===== src/rtl/otp_frame_packer.sv =====
// otp_frame_packer: buffers {pad index, ciphertext byte} pairs in a small FIFO
// and emits framed packets (sync, index, payload bytes, XOR checksum) on a
// ready/valid link that may stall.
module otp_frame_packer #(
    parameter int unsigned PAYLOAD_LEN = 4,
    parameter int unsigned FIFO_DEPTH  = 8,
    parameter logic [7:0]  SYNC_BYTE   = 8'hA5,
    localparam int unsigned CW = $clog2(FIFO_DEPTH) + 1
) (
    input  logic          clk,
    input  logic          rst_n,
    input  logic          ena,
    input  logic          in_valid,
    output logic          in_ready,
    input  logic [7:0]    in_data,
    input  logic [2:0]    in_index,
    output logic          out_valid,
    input  logic          out_ready,
    output logic [7:0]    out_data,
    output logic          out_last,
    output logic [CW-1:0] fifo_count,
    output logic          overflow
);

    localparam int unsigned AW = (FIFO_DEPTH > 1)  ? $clog2(FIFO_DEPTH)  : 1;
    localparam int unsigned BW = (PAYLOAD_LEN > 1) ? $clog2(PAYLOAD_LEN) : 1;

    typedef enum logic [2:0] {
        ST_IDLE    = 3'd0,
        ST_SYNC    = 3'd1,
        ST_IDX     = 3'd2,
        ST_PAYLOAD = 3'd3,
        ST_CSUM    = 3'd4
    } state_t;

    // FIFO storage and bookkeeping
    logic [10:0]   mem_r [FIFO_DEPTH];
    logic [AW-1:0] wr_ptr_r;
    logic [AW-1:0] rd_ptr_r;
    logic [CW-1:0] count_r;
    logic [CW-1:0] count_s;
    logic          full_r;
    logic          overflow_r;
    logic          push_s;
    logic          drop_s;
    logic          pop_s;

    // Frame FSM state and registered outputs
    state_t        state_r;
    state_t        state_s;
    logic          out_valid_r;
    logic          out_valid_s;
    logic [7:0]    out_data_r;
    logic [7:0]    out_data_s;
    logic          out_last_r;
    logic          out_last_s;
    logic [7:0]    csum_r;
    logic [7:0]    csum_s;
    logic [BW-1:0] byte_cnt_r;
    logic [BW-1:0] byte_cnt_s;
    logic          hs_s;
    logic [10:0]   head_s;
    logic [7:0]    next_head_data_s;

    // Pointer increment with explicit wrap so any depth works
    function automatic logic [AW-1:0] ptr_inc(input logic [AW-1:0] p);
        if (p == AW'(FIFO_DEPTH - 1)) begin
            ptr_inc = {AW{1'b0}};
        end else begin
            ptr_inc = p + AW'(1);
        end
    endfunction

    assign push_s           = ena && in_valid && !full_r;
    assign drop_s           = ena && in_valid && full_r;
    assign head_s           = mem_r[rd_ptr_r];
    assign next_head_data_s = mem_r[ptr_inc(rd_ptr_r)][7:0];

    assign in_ready   = !full_r && ena;
    assign out_valid  = out_valid_r && ena;
    assign out_data   = out_data_r;
    assign out_last   = out_last_r;
    assign fifo_count = count_r;
    assign overflow   = overflow_r;

    // Next FIFO occupancy from this cycle's push/pop
    always_comb begin
        count_s = count_r + CW'(push_s) - CW'(pop_s);
    end

    // FIFO entry write; contents need no reset because pointers gate reads
    always_ff @(posedge clk) begin
        if (push_s) begin
            mem_r[wr_ptr_r] <= {in_index, in_data};
        end
    end

    // FIFO pointers, occupancy, registered full flag and sticky overflow
    always_ff @(posedge clk) begin
        if (!rst_n) begin
            wr_ptr_r   <= {AW{1'b0}};
            rd_ptr_r   <= {AW{1'b0}};
            count_r    <= {CW{1'b0}};
            full_r     <= 1'b0;
            overflow_r <= 1'b0;
        end else begin
            if (push_s) wr_ptr_r <= ptr_inc(wr_ptr_r);
            if (pop_s)  rd_ptr_r <= ptr_inc(rd_ptr_r);
            count_r <= count_s;
            full_r  <= (count_s == CW'(FIFO_DEPTH));
            if (drop_s) overflow_r <= 1'b1;
        end
    end

    // Frame FSM next state, next registered outputs and FIFO pop
    always_comb begin
        state_s     = state_r;
        out_valid_s = out_valid_r;
        out_data_s  = out_data_r;
        out_last_s  = out_last_r;
        csum_s      = csum_r;
        byte_cnt_s  = byte_cnt_r;
        pop_s       = 1'b0;
        hs_s        = out_valid_r && out_ready;
        if (ena) begin
            case (state_r)
                ST_IDLE: begin
                    if (count_r >= CW'(PAYLOAD_LEN)) begin
                        state_s     = ST_SYNC;
                        out_valid_s = 1'b1;
                        out_data_s  = SYNC_BYTE;
                        out_last_s  = 1'b0;
                    end else begin
                        out_valid_s = 1'b0;
                    end
                end
                ST_SYNC: begin
                    if (hs_s) begin
                        state_s    = ST_IDX;
                        out_data_s = {5'b00000, head_s[10:8]};
                        csum_s     = {5'b00000, head_s[10:8]};
                    end else begin
                        state_s = ST_SYNC;
                    end
                end
                ST_IDX: begin
                    if (hs_s) begin
                        state_s    = ST_PAYLOAD;
                        out_data_s = head_s[7:0];
                        byte_cnt_s = {BW{1'b0}};
                    end else begin
                        state_s = ST_IDX;
                    end
                end
                ST_PAYLOAD: begin
                    if (hs_s) begin
                        pop_s  = 1'b1;
                        csum_s = csum_r ^ head_s[7:0];
                        if (byte_cnt_r == BW'(PAYLOAD_LEN - 1)) begin
                            state_s    = ST_CSUM;
                            out_data_s = csum_r ^ head_s[7:0];
                            out_last_s = 1'b1;
                        end else begin
                            out_data_s = next_head_data_s;
                            byte_cnt_s = byte_cnt_r + BW'(1);
                        end
                    end else begin
                        state_s = ST_PAYLOAD;
                    end
                end
                ST_CSUM: begin
                    if (hs_s) begin
                        state_s     = ST_IDLE;
                        out_valid_s = 1'b0;
                        out_last_s  = 1'b0;
                    end else begin
                        state_s = ST_CSUM;
                    end
                end
                default: begin
                    state_s     = ST_IDLE;
                    out_valid_s = 1'b0;
                    out_last_s  = 1'b0;
                end
            endcase
        end else begin
            state_s = state_r;
        end
    end

    // Frame FSM state and output registers
    always_ff @(posedge clk) begin
        if (!rst_n) begin
            state_r     <= ST_IDLE;
            out_valid_r <= 1'b0;
            out_data_r  <= 8'h00;
            out_last_r  <= 1'b0;
            csum_r      <= 8'h00;
            byte_cnt_r  <= {BW{1'b0}};
        end else begin
            state_r     <= state_s;
            out_valid_r <= out_valid_s;
            out_data_r  <= out_data_s;
            out_last_r  <= out_last_s;
            csum_r      <= csum_s;
            byte_cnt_r  <= byte_cnt_s;
        end
    end

endmodule


===== config.mk =====
export PLATFORM = sky130hd
export DESIGN_NAME = otp_frame_packer
export DESIGN_NICKNAME = d
export VERILOG_FILES = /design/src/rtl/otp_frame_packer.sv
export SDC_FILE = /design/constraint.sdc
export NUM_CORES = 1
export LEC_CHECK = 0
export ABC_CLOCK_PERIOD_IN_PS = 3600
export CORE_MARGIN = 2
export CORE_UTILIZATION = 43
export DETAILED_ROUTE_END_ITERATION = 10
export DONT_BUFFER_PORTS = 1
export HOLD_SLACK_MARGIN = 0.1
export MAX_ROUTING_LAYER = met4
export RECOVER_POWER = 25
export SETUP_SLACK_MARGIN = 0.05
export SLEW_MARGIN = 20
export SYNTH_ARGS = -nofsm -noshare
export SYNTH_HDL_FRONTEND = slang
export SYNTH_SLANG_ARGS = --single-unit

===== constraint.sdc =====
create_clock -name clk -period 3.6 [get_ports clk]
set_input_delay 0.36 -clock clk [delete_from_list [all_inputs] [get_ports clk]]
set_output_delay 0.36 -clock clk [all_outputs]
set_load 0.02 [all_outputs]

# Word-level counts from Yosys, hierarchy flattened
# Memories as Yosys holds them, arrays and structs flattened. A register that Yosys moved wholly into a read port is not among the register bits.
# Cells that the tools add are included.
# Widths: inputs -> output; s select.
[word_totals]
register_bits = 35
ramBits = 88
input_bits = 16
output_inout_bits = 16
word_cells = 91
memories = 1
[classes]
n_addsub = 5
magnitude_cmp = 1
eq_ne = 16
mux = 35
bitwise = 3
reduce_logical = 19
[mem_list]
columns = ["memory", "words", "width", "read_ports", "rd_clocked_by_memory_dff", "write_ports", "line_no", "source"]
rows = [
  ["mem_r", 8, 11, 2, 1, 1, "37", "logic [10:0] mem_r [FIFO_DEPTH];"],
]
[ops]
columns = ["cell", "count"]
rows = [
  ["$mux 8", 6],
  ["$pmux 8 s4", 1],
  ["$mux 3", 8],
  ["$pmux 8 s2", 1],
  ["$pmux 3 s5", 1],
  ["$ne 2x2->1 const B", 7],
  ["$reduce_and 6->1", 2],
  ["$mux 1", 11],
  ["$eq 3x3->1 const B", 3],
  ["$mux 2", 4],
  ["$xor 8x8->8", 1],
  ["$add 3x1->3 const B", 2],
  ["$eq 3x2->1 const B", 2],
  ["$logic_and 1x1->1", 6],
  ["$reduce_and 3->1", 2],
  ["$reduce_and 5->1", 1],
  ["$add 4x1->4", 1],
  ["$eq 4x4->1 const B", 1],
  ["$ge 4x3->1 const B", 1],
  ["$pmux 1 s4", 1],
  ["$pmux 2 s2", 1],
  ["$reduce_and 4->1", 1],
  ["$reduce_bool 2->1", 2],
  ["$reduce_bool 4->1", 1],
  ["11 further kinds", 12],
]

# Longest topological paths before layout
[logic_depth]
depth_word = 6
ltp_mapped = 12

# Worst setup path before layout
# OpenSTA, ideal clock, no wires.
[synth_timing]
path_type = "input-to-reg"
from = "input ena"
to = "memory mem_r[0][0], enable pin"
arrival_ns = 2.444
required_time_ns = 3.192
slack_ns = 0.748
stages = 4
n_path_buf = 1
path_cell_list = "clkbuf_1 -> nor2b_1 -> nand2_1 -> nor4_1"
[synth_via]
elab_chain_len = 4
[synth_rtl]
columns = ["element", "line_no", "source"]
rows = [
  ["start, declared", "12", "input logic ena,"],
  ["$logic_and 1x1->1 (2 in a row)", "74", "assign push_s = ena && in_valid && !full_r;"],
  ["$mux 1", "93", "if (push_s) begin"],
  ["$mux 1 (implied by the code)", "94", "mem_r[wr_ptr_r] <= {in_index, in_data};"],
  ["end, declared", "37", ""],
]
# Every way passes these cells.

# Final worst setup path
[layout_timing]
from = "register state_r[0]"
to = "register full_r"
[layout_via]
elab_chain_len = 5
[layout_rtl]
columns = ["element", "line_no", "source"]
rows = [
  ["start, declared", "49", "state_t state_r;"],
  ["start signal, assigned", "201", "state_r <= state_s;"],
  ["$eq 3x2->1", "126", "case (state_r)"],
  ["$mux 1", "126", ""],
  ["$mux 1", "125", "if (ena) begin"],
  ["$sub 4x1->4", "88", "count_s = count_r + CW'(push_s) - CW'(pop_s);"],
  ["$eq 4x4->1", "110", "full_r <= (count_s == CW'(FIFO_DEPTH));"],
  ["end signal, assigned", "110", ""],
  ["end, declared", "42", "logic full_r;"],
]
# Every way passes these cells.
# A chain may end at the register's enable or synchronous reset.

==> flow_metrics.py <==
metrics = {
    "status": {
        "status": "finished clean",
    },
    "clocking": {
        "cts_max_path_buffers": 2,
        "tritoncts.num_buffers": 17,
        "insertion_delay_ns": 0.42,
        "cts_root_buf": "sky130_fd_sc_hd__clkbuf_16",
        "cts_setup_buffers": 0,
        "cts.sinks": 126,
        "cts-htree-levels": 4,
        "clk_pin_slew_ns": 0.06,
        "cts_tree": "built",
    },
    "setup_path": {
        "critical_path_arrival_ns": 3.30,
        "worst_ep_required_time_ns": 3.93,
        "worst-setup-path-type": "flip-flop to flip-flop",
        "critical_path_peak_fanout": 20,
        "kind_of_start_point_of_the_critical_path": "flip-flop",
        "cp-end-kind": "flip-flop",
    },
    "logic_synthesis": {
        "synth_async_sr_flop_share": 0,
        "synth_fa_ha_area_frac": 0.0219,
        "yosys.area_share.simple": 0.104,
        "synth_compound_area_frac": 0.100,
        "post_synth_inst_count": 451,
        "number_of_warnings_reported_in_the_yosys_synthesis_log": 0,
        "synth_area_leader_cell": "sky130_fd_sc_hd__edfxtp_1",
        "synth_top_area_share": 0.437,
        "synth_xor_area_frac": 0.0128,
        "yosys.cell_count.top_type": "sky130_fd_sc_hd__edfxtp_1",
        "synth-main-ff-cell": "sky130_fd_sc_hd__edfxtp_1",
        "synth.ff_latch_count": 126,
        "synth_area_leaders": "sky130_fd_sc_hd__edfxtp_1 (44%), sky130_fd_sc_hd__dfxtp_1 (13%), sky130_fd_sc_hd__mux4_2 (9.3%), sky130_fd_sc_hd__mux4_1 (3.0%), sky130_fd_sc_hd__mux2i_1 (2.8%)",
        "combinational_family_with_the_most_area_after_synthesis": "multiplexers",
        "synth-seq-area-share": 0.562,
        "synth.top_cells.by_count": "sky130_fd_sc_hd__edfxtp_1 (88), sky130_fd_sc_hd__dfxtp_1 (38), sky130_fd_sc_hd__nand2_1 (33), sky130_fd_sc_hd__mux4_2 (25), sky130_fd_sc_hd__o21ai_0 (22)",
        "synth.net_count": 477,
        "syn_area_um2": 6050,
        "syn-mean-instance-area_um2": 13.4,
        "muxShareOfSynthArea": 0.171,
        "synthDistinctLibCells": 58,
        "synth_enable_flop_cells": 88,
    },
    "floorplan": {
        "floorplan.die.height_um": 123,
        "number_of_rows_created_at_floorplan": 43,
        "core_um2": 13800,
        "dieWidth_um": 123,
        "die_area_um2": 15000,
        "initial_utilization": 0.438,
        "top_level_ports": 32,
    },
    "route": {
        "post_drt_via_cell_ratio": 5.84,
        "detail-route-antenna-nets": 0,
        "post-route-drc-count": 0,
        "route.final.wire_length_um": 13800,
        "drt_iter0_markers": 399,
        "vias": 3869,
        "first_pass_iters": 5,
        "drt-wirelength-per-cell_um": 20.8,
    },
    "sta": {
        "max_slew_margin": 0.439,
        "timing.final.crit_share": 0.825,
        "worstMarginPinSlew_ns": 0.840,
        "timing_hold_violations_final": 0,
        "finalHoldWorstSlack_ns": 0.135,
        "setup_total_negative_slack_ns": 0,
        "rsz_0062_raised_after_global_routing": "no",
        "clock.fmax_mhz": 337,
        "finalSetupViolCount": 0,
        "final.setup_skew_ns": 0.00721,
        "layout_min_cycle_time_ns": 2.97,
        "slew_violations": 0,
    },
    "grt": {
        "antenna_found_initial": 1,
        "grt_pass1_wl_um": 21500,
        "first_global_vias": 3826,
        "gr-usage-all-layers": 0.204,
        "use_met1": 0.262,
        "grt.met3_usage": 0.0469,
        "global_route_congestion_overflow_total": 0,
        "maximum_number_of_pins_on_one_net_before_global_route_repair": 35,
        "busiest_metal_layer_after_global_routing": "met2",
        "use_met2": 0.310,
    },
    "power_and_ir_drop": {
        "power.static_leakage_nw": 2.33,
        "power_density_nw_per_um2": 517,
        "worst_ir_drop_vdd_mv": 0.331,
    },
    "min_path": {
        "hold_path_class": "input pin to flip-flop",
    },
    "layout": {
        "layout-drive-gt1-share": 0.174,
        "layout.nets": 495,
        "syn2layout_area_growth_pct": 15.6,
        "fillCellCount": 1159,
    },
    "placement": {
        "place.detailed.hpwl_um": 8770,
        "gp_routability_congestion": 0.801,
        "port_buffers": 0,
    },
    "run": {
        "max-cap-violations": 0,
    },
}
-- flip-flops by register name (all words and copies together) (netlist names), named ones only --
signal	count
mem_r	88
csum_r	8
out_data	8
fifo_count	4
rd_ptr_r	3
state_r	3
wr_ptr_r	3
byte_cnt_r	2
full_r	1
out_last	1
out_valid_r	1
overflow	1
-- cells by family after synthesis --
group,after synthesis
DFF,126
and+or+nand+nor,121
AOI/OAI and AO/OA,90
muxes,57
buffers and inverters,39
adders and majority gates,10
xor gates and xnor gates,8
-- worst max-delay path: stages, from the launching register on --
cell and delay [ns]:
sky130_fd_sc_hd__dfxtp_1 0.67, sky130_fd_sc_hd__and3b_1 0.39, sky130_fd_sc_hd__and3_1 0.49, sky130_fd_sc_hd__nand2_1 0.15
sky130_fd_sc_hd__ha_1 0.30, sky130_fd_sc_hd__a21o_1 0.18, sky130_fd_sc_hd__a21oi_1 0.17, sky130_fd_sc_hd__xor2_1 0.14
sky130_fd_sc_hd__and2_1 0.14, sky130_fd_sc_hd__nor4bb_1 0.25
-- layout by cell type, fill, tap and decap left out, types with 4 or more instances in the layout --
cell and instances:
sky130_fd_sc_hd__nor3_2 4, sky130_fd_sc_hd__a21boi_0 13, sky130_fd_sc_hd__buf_4 12, sky130_fd_sc_hd__a31oi_1 8
sky130_fd_sc_hd__clkinv_1 4, sky130_fd_sc_hd__and2_1 10, sky130_fd_sc_hd__o21ai_0 22, sky130_fd_sc_hd__nand2_1 33
sky130_fd_sc_hd__dlygate4sd3_1 12, sky130_fd_sc_hd__xnor2_1 5, sky130_fd_sc_hd__nand3_1 8, sky130_fd_sc_hd__nor2b_1 15
sky130_fd_sc_hd__mux2_2 5, sky130_fd_sc_hd__clkbuf_16 17, sky130_fd_sc_hd__a32oi_1 5, sky130_fd_sc_hd__mux4_1 7
sky130_fd_sc_hd__a21oi_1 13, sky130_fd_sc_hd__ha_1 9, sky130_fd_sc_hd__nor3_1 9, sky130_fd_sc_hd__mux4_2 25
sky130_fd_sc_hd__o21ai_1 4, sky130_fd_sc_hd__inv_1 12, sky130_fd_sc_hd__nand2b_1 7, sky130_fd_sc_hd__o21a_1 5
sky130_fd_sc_hd__and3_1 6, sky130_fd_sc_hd__nor2_1 14, sky130_fd_sc_hd__dfxtp_1 38, sky130_fd_sc_hd__edfxtp_1 88
sky130_fd_sc_hd__mux2i_1 17
-- area by class of cell --
type | count | area, µm² | share of cell area
antenna | 1 | 2.50 | 0.000358
clock buffer | 19 | 433 | 0.0619
clock inverter | 13 | 148 | 0.0211
inverter | 12 | 45.0 | 0.00644
multi-input combinational | 286 | 2510 | 0.358
sequential | 126 | 3400 | 0.486
tap | 180 | 225 | 0.0322
timing repair buffer | 26 | 235 | 0.0336
-- stage by stage --
step                instance area [µm²]   util  std cells  setup WS [ns]  power (mW)
finish                             7000  0.506        663          0.631        3.62
global route                       7000  0.506        663          0.380        3.75
CTS                                7000  0.506        662          0.655        3.65
detailed placement                 6290  0.455        617          0.686        1.94
global placement                   6290  0.455        617          0.800        1.93
floorplan                          6050      -        451          0.748        1.88
-- where the power goes --
part	switching [mW]	leakage [nW]	internal [mW]	total, mW
clock network	0.608	0.277	1.08	1.68
registers	0.0762	1.10	1.60	1.68
logic	0.142	0.951	0.116	0.258
-- layer usage --
metal / vias up / share of wire
li1: 1791 / -
met1: 1918 / 0.44
met2: 135 / 0.47
met3: 25 / 0.060
met4: 0 / 0.026
met5: - / 0
-- worst paths after layout --
| path | slack (ns) | endpoint | depth (start not counted) | startpoint |
|---|---|---|---|---|
| setup / recovery | 0.63 | full_r | 9 | state_r[0] |
| hold / removal | 0.13 | overflow | 2 | ena |
| hold reg to reg | 0.50 | byte_cnt_r[1] | 2 | byte_cnt_r[1] |
| setup reg to reg | 0.63 | full_r | 9 | state_r[0] |
-- what timing repair did --
item / 4_1_cts / 5_1_grt
endpoints found under the hold margin: 122 / 0
hold buffers: 13 / 0
gates resized for setup: 0 / 0
No activity file was read; power rests on OpenSTA's default activity.
